**src/rtl/mem_port_arbiter.sv**
```systemverilog
// Two-requester round-robin front end for a single-port synchronous SRAM macro.
// One command per cycle is accepted and issued to the macro on the next cycle;
// read data is routed back to its requester RD_LAT+1 edges after acceptance.

// Response capture for one requester: registers macro data when the tracking
// pipe says the read at the capture stage belongs to this requester.
module mem_port_arbiter_rsp #(
  parameter int   DW = 16,
  parameter logic ID = 1'b0
) (
  input  logic          clock,
  input  logic          reset_n,
  input  logic          hit_vld,
  input  logic          hit_id,
  input  logic [DW-1:0] rd_data,
  output logic          rsp_valid,
  output logic [DW-1:0] rsp_rdata
);

  logic hit;
  assign hit = hit_vld && (hit_id == ID);

  // One-cycle strobe per returning read; data holds until the next one.
  always_ff @(posedge clock) begin
    if (!reset_n) begin
      rsp_valid <= 1'b0;
      rsp_rdata <= '0;
    end else begin
      rsp_valid <= hit;
      if (hit) rsp_rdata <= rd_data;
    end
  end

endmodule

module mem_port_arbiter #(
  parameter int AW     = 10,
  parameter int DW     = 16,
  parameter int RD_LAT = 1
) (
  input  logic          clock,
  input  logic          reset_n,
  input  logic          req0_valid,
  output logic          req0_ready,
  input  logic          req0_wr,
  input  logic [AW-1:0] req0_addr,
  input  logic [DW-1:0] req0_wdata,
  output logic          rsp0_valid,
  output logic [DW-1:0] rsp0_rdata,
  input  logic          req1_valid,
  output logic          req1_ready,
  input  logic          req1_wr,
  input  logic [AW-1:0] req1_addr,
  input  logic [DW-1:0] req1_wdata,
  output logic          rsp1_valid,
  output logic [DW-1:0] rsp1_rdata,
  output logic          mem_chip_en,
  output logic          mem_wr_en,
  output logic          mem_rd_en,
  output logic [AW-1:0] mem_addr,
  output logic [DW-1:0] mem_wr_data,
  input  logic [DW-1:0] mem_rd_data
);

  typedef struct packed {
    logic          wr;
    logic [AW-1:0] addr;
    logic [DW-1:0] wdata;
  } req_t;

  req_t [1:0] req;
  logic [1:0] vld;
  logic [1:0] rdy;
  logic       ptr;       // requester favoured when both are valid
  logic       acc;
  logic       gid;
  req_t       win;

  // Read tracking: stage k holds the command accepted k edges ago.
  logic [RD_LAT:0] vld_pipe;
  logic [RD_LAT:0] id_pipe;

  logic [1:0]          rsp_vld;
  logic [1:0][DW-1:0]  rsp_dat;

  assign req[0] = '{wr: req0_wr, addr: req0_addr, wdata: req0_wdata};
  assign req[1] = '{wr: req1_wr, addr: req1_addr, wdata: req1_wdata};
  assign vld    = {req1_valid, req0_valid};

  // Round-robin grant; nothing is granted while reset is held.
  always_comb begin
    rdy = 2'b00;
    if (reset_n) begin
      unique case (vld)
        2'b01:   rdy = 2'b01;
        2'b10:   rdy = 2'b10;
        2'b11:   rdy = ptr ? 2'b10 : 2'b01;
        default: rdy = 2'b00;
      endcase
    end
  end

  assign req0_ready = rdy[0];
  assign req1_ready = rdy[1];
  assign acc        = |rdy;
  assign gid        = rdy[1];
  assign win        = req[gid];

  // Pointer hands priority to the other requester after every acceptance.
  always_ff @(posedge clock) begin
    if (!reset_n)  ptr <= 1'b0;
    else if (acc)  ptr <= ~gid;
  end

  // Macro command register: strobes last one cycle, address/data hold when idle.
  always_ff @(posedge clock) begin
    if (!reset_n) begin
      mem_chip_en <= 1'b0;
      mem_wr_en   <= 1'b0;
      mem_rd_en   <= 1'b0;
      mem_addr    <= '0;
      mem_wr_data <= '0;
    end else begin
      mem_chip_en <= acc;
      mem_wr_en   <= acc &&  win.wr;
      mem_rd_en   <= acc && !win.wr;
      if (acc) begin
        mem_addr    <= win.addr;
        mem_wr_data <= win.wdata;
      end
    end
  end

  // Tracking shift register; cleared on reset so in-flight reads are dropped.
  always_ff @(posedge clock) begin
    if (!reset_n) begin
      vld_pipe <= '0;
      id_pipe  <= '0;
    end else begin
      vld_pipe <= {vld_pipe[RD_LAT-1:0], acc && !win.wr};
      id_pipe  <= {id_pipe[RD_LAT-1:0], gid};
    end
  end

  for (genvar i = 0; i < 2; i++) begin : g_rsp
    mem_port_arbiter_rsp #(.DW(DW), .ID(1'(i))) u_rsp (
      .clock     (clock),
      .reset_n   (reset_n),
      .hit_vld   (vld_pipe[RD_LAT]),
      .hit_id    (id_pipe[RD_LAT]),
      .rd_data   (mem_rd_data),
      .rsp_valid (rsp_vld[i]),
      .rsp_rdata (rsp_dat[i])
    );
  end

  assign rsp0_valid = rsp_vld[0];
  assign rsp0_rdata = rsp_dat[0];
  assign rsp1_valid = rsp_vld[1];
  assign rsp1_rdata = rsp_dat[1];

endmodule

```
**config.mk**
```make
export PLATFORM = sky130hd
export DESIGN_NAME = mem_port_arbiter
export DESIGN_NICKNAME = d
export VERILOG_FILES = /design/src/rtl/mem_port_arbiter.sv
export SDC_FILE = /design/constraint.sdc
export NUM_CORES = 1
export LEC_CHECK = 0
export ABC_AREA = 1
export BUFFER_PORTS_ARGS = -buffer_cell sky130_fd_sc_hd__buf_2
export CORE_MARGIN = 2
export CORE_UTILIZATION = 45
export DETAILED_ROUTE_END_ITERATION = 16
export PLACE_DENSITY = 0.91
export RECOVER_POWER = 50
export SLEW_MARGIN = 10
export SYNTH_ARGS = -nofsm -noshare
export SYNTH_HDL_FRONTEND = slang
export SYNTH_SLANG_ARGS = --single-unit
```
**constraint.sdc**
```tcl
create_clock -name clock -period 3.4 [get_ports clock]
set_input_delay 0.68 -clock clock [delete_from_list [all_inputs] [get_ports clock]]
set_output_delay 0.68 -clock clock [all_outputs]
set_load 0.05 [all_outputs]
```
==> results_dict.tcl <==
set metrics [dict create \
    min_to "id_pipe[1]$_SDFF_PN0_" \
    tightest_slew_ps 890.1 \
    reg2reg_depth 5 \
    path_buf_inv 3 \
    rsz0062_at_grt "false" \
    r2r-end "g_rsp[0].u_rsp.rsp_rdata[14]$_SDFFE_PN0P_" \
    dp_hpwl_mm 5.000 \
    drc 0 \
    cpPeakStageDelay_ps 460 \
    grt-ovfl-total 0 \
    fin_crit_ps 2691 \
    min_from "id_pipe[0]$_SDFF_PN0_" \
    grt_pass1_vias 2733 \
    yosys_warnings 0 \
    groute.usage.overall_pct 20.24 \
    slowest_stage "nand2_4" \
    min_period_over_period_pct 79.13 \
    synth_seq_area_share_pct 47.29 \
    clock-root-buffer "clkbuf_8" \
    report.final.setup_viol 0 \
    path_cells "buf_2, nand2_2, nand2_4, clkinv_1, buf_2" \
    ys_seq_elements 67 \
    cts_buffer_depth 2 \
    layout_commonest_cell "buf_2" \
    leakagePower_nw 2.087 \
    path_max_fanout 29 \
    ir_drop_uv 326.6 \
    wl_per_cell_um 11.99 \
    ant_nets 0 \
    synth_fp_nets 476 \
    top_level_ports 139 \
    hp-class "flip-flop to flip-flop" \
    initial_core_util_pct 47.35 \
    synth_area_per_cell_um2 7.056 \
    max_freq_mhz 371.7 \
    io_buffers 138 \
    drive_gt1_share_pct 25.09 \
    cts_setup_buffers 0 \
    r2r_start "vld_pipe[1]$_SDFF_PN0_" \
    tns_ps 0 \
    antenna_found_initial 0 \
    synthCells 402 \
    start_kind "input pin" \
    fin_skew_ps 7.843 \
    holdPathStages 2 \
    fin_nets 603 \
    crit_type "input pin to primary output" \
    synth_area_mm2 0.002836 \
    ys_types 19 \
    timing.final.hold_violations 0 \
    cts.htree.levels 3 \
    crit_arrival_ps 2010 \
    place_congestion 0.7905 \
    numCtsBuffers 9 \
    cts_tree "yes" \
    first_iter_violations 61 \
    first_pass_iters 4 \
    drt_wl_total_mm 7.301 \
    slew_viol_final 0 \
    max-cap-violations 0 \
    worstPathRequired_ps 2720 \
    power_density_mw_per_mm2 558.2 \
    n_antenna_cell 0 \
    grt_pass1_wl_mm 11.66 \
    fin_util_pct 61.72 \
    grt_max_degree 63 \
    core-area_mm2 0.005991 \
    placed_area_mm2 0.003502 \
    std_cell_rows 28 \
    cts_sinks 67 \
    status "complete, no violations" \
    cpMostUsedCell "buf_2" \
    dieHeight_um 83.40 \
    route.vias.total 2996 \
    path_clk_slew_ps 80 \
    dieArea_mm2 0.006955 \
    ctsResizeCount 0 \
    area_delta_synth_final_pct 30.35 \
    die_w_um 83.40 \
    final_cell_area_mm2 0.003697 \
    power_mw 2.064 \
    crit_family "simple AND/OR/NAND/NOR gates" \
    vias_per_cell 4.920 \
    endpoint_kind "primary output" \
    cts_hold_buf 0 \
    clock_latency_ps 340 \
    rrSetupSlack_ps 1250 \
    final_cell_mix "102 x buf_2, 69 x nor2_1, 67 x dfxtp_1" \
    relSlewSlack_pct 40.44 \
]
## layout make-up
cell class	instances	area, um2
clock inverters	7	123.9
fillers	552	2293
multi-input cells	246	1109
repair buffers	139	653.1
well taps	75	93.84
inverters	66	252.7
flip-flops and latches	67	1341
clock buffers	9	123.9
## power breakdown
part	leakage [nW]	switching (mW)	internal (mW)
Sequential	0.550	0.0216	0.830
Clock	0.120	0.332	0.493
Combinational	1.42	0.288	0.0991
## per-layer routing
metal	global-route usage (%)	part of all wire (%)	wire length, um	vias to the layer above
met5	0	0	0	-
met4	8.346	0.97	71	0
met3	6.958	9.3	679	5
met2	36.51	48	3492	131
met1	21.37	42	3058	1365
li1	-	-	-	1495
## sequential cells by signal (all words and copies together), names as in the netlist
name / cells
g_rsp.u_rsp.rsp_rdata: 32
g_rsp.u_rsp.rsp_valid: 2
id_pipe: 2
mem_addr: 10
mem_chip_en: 1
mem_wr_data: 16
mem_wr_en: 1
ptr: 1
vld_pipe: 2
## cells in the mapped netlist (all sizes together)
master  number  area (um2)
a21oi        1       5.000
buf         16       100.1
clkbuf       7       26.28
clkinv       2       7.510
dfxtp       67        1341
inv         64       245.2
nand2       64       282.8
nand3       52       260.3
nor2        70       272.8
nor3         1       5.000
o21ai       58       290.3
## worst max path at each step
stage                     startpoint         end  slack, ps  cells past startpoint
after CTS                 req0_valid  req1_ready        710                      5
after floorplan              reset_n  req0_ready       1200                      3
after detailed placement  req0_valid  req1_ready        710                      5
after global placement    req0_valid  req1_ready        780                      5
after global routing      req0_valid  req1_ready        620                      5
final                     req0_valid  req1_ready        710                      5
## cell families (layout without fill, tap and decap cells)
logic type	Yosys count	in the layout	synth area share, %
and+or+nand+nor	187	187	28.94
buffers and inverters	89	221	13.37
DFF	67	67	47.29
AOI/OAI and AO/OA	59	59	10.41
## metrics by stage
stage | hold slack (ps) | std cells | setup WS (ps)
finish | 421.5 | 609 | 709.4
global route | 455.3 | 609 | 615.7
CTS | 437.0 | 609 | 706.3
detailed placement | 408.2 | 593 | 709.6
global placement | 394.2 | 593 | 780.1
floorplan | 390.5 | 402 | 1195
## worst register-to-register path: stages (launching register included)
cell,delay (ps)
dfxtp_1,330
inv_1,40
nor2_1,670
clkinv_1,660
nor2_1,280
nor2_1,70
(Power assumes the default switching activity.)
